## src/rtl/dmem_port_arbiter.sv

```systemverilog
// dmem_port_arbiter: shares one data-memory port between fetch (IF) and load/store (DM) requesters.
// Define DMEM_ARB_RR_EN for round-robin on simultaneous requests; default is fixed DM-over-IF.
module dmem_port_arbiter #(
  parameter int ADDR_W  = 32,
  parameter int DATA_W  = 32,
  parameter int MEM_LAT = 1
) (
  input  logic                clk,
  input  logic                rst,
  input  logic                if_req,
  input  logic [ADDR_W-1:0]   if_addr,
  output logic                if_gnt,
  output logic                if_rvalid,
  output logic [DATA_W-1:0]   if_rdata,
  input  logic                dm_req,
  input  logic                dm_we,
  input  logic [ADDR_W-1:0]   dm_addr,
  input  logic [DATA_W-1:0]   dm_wdata,
  input  logic [DATA_W/8-1:0] dm_mask,
  output logic                dm_gnt,
  output logic                dm_rvalid,
  output logic [DATA_W-1:0]   dm_rdata,
  output logic                mem_en,
  output logic                mem_we,
  output logic [ADDR_W-1:0]   mem_addr,
  output logic [DATA_W-1:0]   mem_wdata,
  output logic [DATA_W/8-1:0] mem_mask,
  input  logic [DATA_W-1:0]   mem_rdata,
  output logic                busy
);
  typedef enum logic {IDLE, WAIT} state_t;
  state_t r_state, w_next;
  logic [2:0] r_cnt;
  logic r_owner, r_last_gnt;
  logic [DATA_W-1:0] r_if_rdata, r_dm_rdata;
  logic w_dm_win, w_grant, w_store, w_done;
  // owner and last_gnt encode 1 = DM, 0 = IF
`ifdef DMEM_ARB_RR_EN
  assign w_dm_win = dm_req & (~if_req | ~r_last_gnt);
`else
  assign w_dm_win = dm_req;
`endif
  assign w_grant = ~rst & (r_state == IDLE) & (if_req | dm_req);
  assign w_store = w_dm_win & dm_we;
  assign w_done  = ~rst & (r_state == WAIT) & (r_cnt <= 3'd1);
  always_ff @(posedge clk) begin
    if (rst) r_state <= IDLE;
    else     r_state <= w_next;
  end
  always_comb begin
    w_next = r_state;
    if (r_state == IDLE) w_next = (w_grant & ~w_store) ? WAIT : IDLE;
    else                 w_next = (r_cnt <= 3'd1) ? IDLE : WAIT;
  end
  always_ff @(posedge clk) begin
    if (rst) begin
      r_cnt      <= '0;
      r_owner    <= 1'b0;
      r_last_gnt <= 1'b0;
      r_if_rdata <= '0;
      r_dm_rdata <= '0;
    end else begin
      if (w_grant) r_last_gnt <= w_dm_win;
      if (w_grant & ~w_store) begin
        r_owner <= w_dm_win;
        r_cnt   <= 3'(MEM_LAT);
      end else if (r_state == WAIT) r_cnt <= r_cnt - 3'd1;
      if (w_done & ~r_owner) r_if_rdata <= mem_rdata;
      if (w_done & r_owner)  r_dm_rdata <= mem_rdata;
    end
  end
  // rdata follows memory on the pulse cycle, otherwise holds the last returned word
  always_comb begin
    if_gnt    = w_grant & ~w_dm_win;
    dm_gnt    = w_grant & w_dm_win;
    mem_en    = w_grant;
    mem_we    = w_grant & w_store;
    mem_addr  = w_grant ? (w_dm_win ? dm_addr : if_addr) : '0;
    mem_wdata = (w_grant & w_dm_win) ? dm_wdata : '0;
    mem_mask  = w_grant ? (w_dm_win ? dm_mask : '1) : '0;
    if_rvalid = w_done & ~r_owner;
    dm_rvalid = w_done & r_owner;
    if_rdata  = rst ? '0 : (if_rvalid ? mem_rdata : r_if_rdata);
    dm_rdata  = rst ? '0 : (dm_rvalid ? mem_rdata : r_dm_rdata);
    busy      = ~rst & (r_state != IDLE);
  end
endmodule

```

## config.mk

```make
export PLATFORM = sky130hd
export DESIGN_NAME = dmem_port_arbiter
export DESIGN_NICKNAME = d
export VERILOG_FILES = /design/src/rtl/dmem_port_arbiter.sv
export SDC_FILE = /design/constraint.sdc
export NUM_CORES = 1
export LEC_CHECK = 0
export ABC_AREA = 1
export CAP_MARGIN = 30
export CORE_ASPECT_RATIO = 1.5
export CORE_MARGIN = 4
export CORE_UTILIZATION = 37
export CTS_CLUSTER_DIAMETER = 30
export DETAILED_ROUTE_END_ITERATION = 6
export HOLD_SLACK_MARGIN = 0.15
export PLACE_DENSITY = 0.85
export SLEW_MARGIN = 20
export SYNTH_ARGS = -nofsm -noshare
export SYNTH_HDL_FRONTEND = slang
export SYNTH_SLANG_ARGS = --single-unit
```

## constraint.sdc

```tcl
create_clock -name clk -period 1.8 [get_ports clk]
set_input_delay 0.18 -clock clk [delete_from_list [all_inputs] [get_ports clk]]
set_output_delay 0.18 -clock clk [all_outputs]
set_load 0.1 [all_outputs]
```

==> impl_metrics.ini, run 1 <==
[place]
hpwl_um = 16300
io_buffers = 275
place.gp.congestion = 0.814
dpl-instance-area_um2 = 9230

[yosys]
syn_avg_cell_area_um2 = 5.71
synth_common_cells = 232 x nand2_1, 200 x inv_1, 106 x nor2_1
netlist.area_leader.share = 0.328
synth_edf_count = 0
synth_area_leader_cell = dfxtp_1
ys_warn_count = 0
synthTopCellsByArea = dfxtp_1 33%, nand2_1 21%, inv_1 18%, nand4_1 9.5%, nor2_1 9.5%
netlist_instances = 737
synth_fp_nets = 876
synth_top_flop_cell = dfxtp_1
synthesis.area_um2 = 4210
ys_types = 23
yosysMostFrequentCell = nand2_1
async_flop_share = 0
synth_seq_cells = 69
seq_area_frac_synth = 0.328

[timing]
worstEpCategory = output port
grt_worst_setup_endpoint = dm_rdata[23]

[grt]
grt_max_degree = 40

[outcome]
tool.error = [ERROR DPL-0038] Utilization greater than 100%, impossible to legalize
haltStage = global routing (5_1_grt)
status = aborted with a tool error

[floorplanning]
rows = 47
dieHeight_um = 139
dieWidth_um = 95.0
top_level_ports = 276
start_util = 0.380

[cts]
clock_sinks = 69
cts.htree.levels = 3
cts_buffer_depth = 2
cts-hold-fix-buffers = 0
cts-root-buf = clkbuf_16
numCtsBuffers = 9
logic make-up after synthesis:
logic type | synth area share
XOR/XNOR | 0.00208
adder cells (fa/ha/maj) | 0.00595
AO/OA/AOI/OAI | 0.00922
buffers and inverters | 0.239
flip-flops | 0.328
AND/OR/NAND/NOR | 0.416
what timing repair did:
action                     4_1_cts
pin swaps                       23
resized for setup              179
buffers inserted                12
setup endpoints to repair      130
gates cloned                     9
stage by stage:
stage | instances | setup TNS [ns] | setup slack, ns | utilization
after floorplan | 737 | -12.49 | -0.393 | -
after global placement | 1141 | -11.44 | -0.158 | 0.835
after detailed placement | 1141 | -17.05 | -0.237 | 0.835
after CTS | 1178 | -12.70 | -0.220 | 0.941
==> run 2: changes to the inputs <==
CORE_ASPECT_RATIO = not set   (was 1.5)
CORE_UTILIZATION = 25   (was 37)
CTS_CLUSTER_DIAMETER = not set   (was 30)
HOLD_SLACK_MARGIN = not set   (was 0.15)
PLACE_DENSITY = not set   (was 0.85)
PLACE_DENSITY_LB_ADDON = 0.15   (was not set)
==> run 2 against run 1 <==
  * The flow now finishes, with violations (negative setup slack)
  * Synthesized cell count unchanged
  * Area after synthesis did not move
==> impl_metrics.ini, run 2 <==
[timing]
setup_violations = 97
skew_ns = 0.00604
period_needed_ns = 1.99
relSlewSlack = 0.693
finalMaxSlewViolations = 0
worst_slack_ns = -0.190
fmax_mhz = 503
rsz0062_at_grt = yes
hold_viol_final = 0
finalCritPeriodShare = 1.11
worst_pin_slew_ns = 0.456

[cts]
cts_buffer_depth = 2
cts_tree = built
clkLatencyLatePin_ns = 0.33
clkSlewWorstSetupHoldPaths_ns = 0.05
cts.htree.levels = 3
numCtsBuffers = 9
cts-hold-fix-buffers = 0
cts-root-buf = clkbuf_16
clock_sinks = 69

[final_layout]
top_regs = r_dm_rdata (32), r_if_rdata (32), r_cnt (3)
area_growth_pct = 160
drive_gt1_frac = 0.438
nFillCells = 1290
nNetsFinal = 1175
final_cell_count_no_fill = 1260
antenna_cells = 0
final_cell_mix = 174 x inv_1, 152 x buf_12, 133 x clkdlybuf4s50_1
layout_commonest_cell = inv_1

[yosys]
synth_top_flop_cell = dfxtp_1
synth_fp_nets = 876
seq_area_frac_synth = 0.328
synthesis.area_um2 = 4210
synthTopCellsByArea = dfxtp_1 33%, nand2_1 21%, inv_1 18%, nand4_1 9.5%, nor2_1 9.5%
netlist.area_leader.share = 0.328
synth_edf_count = 0
synth_common_cells = 232 x nand2_1, 200 x inv_1, 106 x nor2_1
ys_warn_count = 0
ys_types = 23
syn_avg_cell_area_um2 = 5.71
netlist_instances = 737
yosysMostFrequentCell = nand2_1
synth_seq_cells = 69
async_flop_share = 0
synth_area_leader_cell = dfxtp_1

[place]
hpwl_um = 14500
io_buffers = 275
place.gp.congestion = 0.865
pre_cts_ws_ns = -0.210
post-place-cells = 1218

[critical_path]
worst-setup-path-type = register to output pin
cp.arrival_ns = 1.81
cp-end-kind = output pin
crit_fanout = 33
start_kind = register
worstPathRequired_ns = 1.62

[outcome]
violations = negative setup slack
status = finished with violations

[grt]
grt_max_degree = 40
antenna_found_initial = 0
grt_pass1_wl_um = 28700
grt-ovfl-total = 0
grt_pass1_vias = 5331
grt_usage = 0.198

[route]
vias = 5421
first_pass_iters = 4
wire_per_inst_um = 15.6
drt-total-wl_um = 19700
drc_errors = 0
drtIter0Drc = 261
ant_nets = 0
vias_per_cell = 4.30

[flow_run]
cap_violations = 0

[pwr]
peakVddDrop_uv = 439
power_density_nw_per_um2 = 703
p_leak_nw = 4.92

[floorplanning]
top_level_ports = 276
dieWidth_um = 138
start_util = 0.254
rows = 47
dieHeight_um = 138
coreArea_um2 = 16500
dieArea_um2 = 19000

[hold_path]
hold_path.class = input pin to register
run 2: worst max-delay path, stage by stage, from the launching register on:
cell and delay [ns]:
dfxtp_2 0.32, inv_2 0.07, ha_4 0.13, nand2_4 0.06, nand2_8 0.12, nand3_2 0.09
buf_12 0.18, nand2_1 0.07, inv_1 0.06, nor2_4 0.15, buf_12 0.18
run 2: area by class of cell:
cell class                      instances  area [um2]  area share
Inverter                              205         792      0.0724
Sequential cell                        69        1390       0.127
Multi-Input combinational cell        420        3230       0.295
Clock buffer                           10         229      0.0209
Clock inverter                          5        52.6     0.00480
Tap cell                              220         275      0.0251
Timing Repair Buffer                  331        4980       0.455
run 2: power breakdown:
group | leakage [nW] | total, mW | internal (mW) | switching [mW]
Combinational | 4.23 | 4.32 | 1.68 | 2.64
Sequential | 0.561 | 1.66 | 1.62 | 0.0349
Clock | 0.138 | 1.72 | 1.06 | 0.661
run 2: cells by family (layout without fill, tap and decap cells):
group | Yosys count | after routing | synth area share
AOI/OAI and AO/OA | 5 | 5 | 0.00922
buffers and inverters | 248 | 551 | 0.239
and+or+nand+nor | 412 | 412 | 0.416
DFF | 69 | 69 | 0.328
adders and majority gates | 2 | 2 | 0.00595
xor gates and xnor gates | 1 | 1 | 0.00208
run 2: through the flow:
stage                     setup TNS (ns)  hold WS (ns)   util  total power, mW  area, um2
after floorplan                   -12.49         0.283      -             4.02       4870
after global placement            -11.15         0.507  0.564             5.36       9310
after detailed placement          -13.36         0.523  0.564             5.38       9310
after CTS                         -13.14         0.402  0.614             7.50      10100
after global routing              -20.74         0.444  0.662             8.00      10900
final                             -13.04         0.413  0.662             7.69      10900
run 2: layer usage:
metal / wire length [um] / vias up / part of all wire / track usage
li1: - / 2724 / - / -
met1: 6830 / 2486 / 0.35 / 0.212
met2: 10800 / 187 / 0.55 / 0.366
met3: 1610 / 24 / 0.082 / 0.0701
met4: 446 / 0 / 0.023 / 0.0571
met5: 0 / - / 0 / 0
run 2: timing repair:
action                                  in CTS  in global routing
pin swaps                                   22                 38
endpoints found under the setup margin     134                134
buffers inserted                            12                  6
resized for setup                           97                179
cloned                                       7                  4
run 2: final timing paths:
| check | startpoint | endpoint | slack [ns] | depth (start not counted) |
|---|---|---|---|---|
| max | r_cnt[1] | dm_rdata[5] | -0.19 | 10 |
| min | rst | r_state | 0.41 | 3 |
| max reg2reg | r_state | r_if_rdata[6] | 0.41 | 8 |
| min reg2reg | r_cnt[0] | r_cnt[0] | 0.52 | 2 |
Note: power is estimated with default switching activity, not from simulation.
==> run 3: changes to the inputs <==
CORE_UTILIZATION = 37   (was 25)
==> run 3 against run 2 <==
  * The flow now stops in global routing (5_1_grt)
  * Area after synthesis unchanged
  * Synthesized cell count did not move
==> impl_metrics.ini, run 3 <==
[cts]
cts-root-buf = clkbuf_16
numCtsBuffers = 9
cts.htree.levels = 3
cts_buffer_depth = 2
clock_sinks = 69

[outcome]
tool.error = [ERROR DPL-0038] Utilization greater than 100%, impossible to legalize
status = aborted with a tool error
haltStage = global routing (5_1_grt)

[place]
place.gp.congestion = 0.852
io_buffers = 275
dpl-instance-area_um2 = 9230
hpwl_um = 14500
pre_cts_ws_ns = -0.144

[yosys]
synth_top_flop_cell = dfxtp_1
ys_types = 23
ys_warn_count = 0
synth_edf_count = 0
syn_avg_cell_area_um2 = 5.71
yosysMostFrequentCell = nand2_1
async_flop_share = 0
seq_area_frac_synth = 0.328
synth_seq_cells = 69
synth_area_leader_cell = dfxtp_1
netlist_instances = 737
synthesis.area_um2 = 4210
synthTopCellsByArea = dfxtp_1 33%, nand2_1 21%, inv_1 18%, nand4_1 9.5%, nor2_1 9.5%
synth_fp_nets = 876
synth_common_cells = 232 x nand2_1, 200 x inv_1, 106 x nor2_1
netlist.area_leader.share = 0.328

[floorplanning]
top_level_ports = 276
dieHeight_um = 115
start_util = 0.383
dieWidth_um = 115
rows = 38

[grt]
grt_max_degree = 34

[timing]
worstEpCategory = output port
grt_worst_setup_endpoint = dm_rdata[6]
[run 3: kinds of logic after synthesis]
| family | share of synthesized area |
|---|---|
| AOI/OAI and AO/OA | 0.00922 |
| xor gates and xnor gates | 0.00208 |
| adders and majority gates | 0.00595 |
| buffers and inverters | 0.239 |
| DFF | 0.328 |
| and+or+nand+nor | 0.416 |
[run 3: through the flow]
stage               instances  utilization  hold slack (ns)
CTS                      1168        0.907            0.475
detailed placement       1137        0.840            0.531
floorplan                 737            -            0.283
global placement         1137        0.840            0.522
[run 3: what timing repair did]
action / in CTS
gates resized for setup: 61
setup buffers: 8
pin swaps: 8
endpoints found under the setup margin: 101
hold buffers: 0
gates cloned: 7
endpoints found under the hold margin: 0
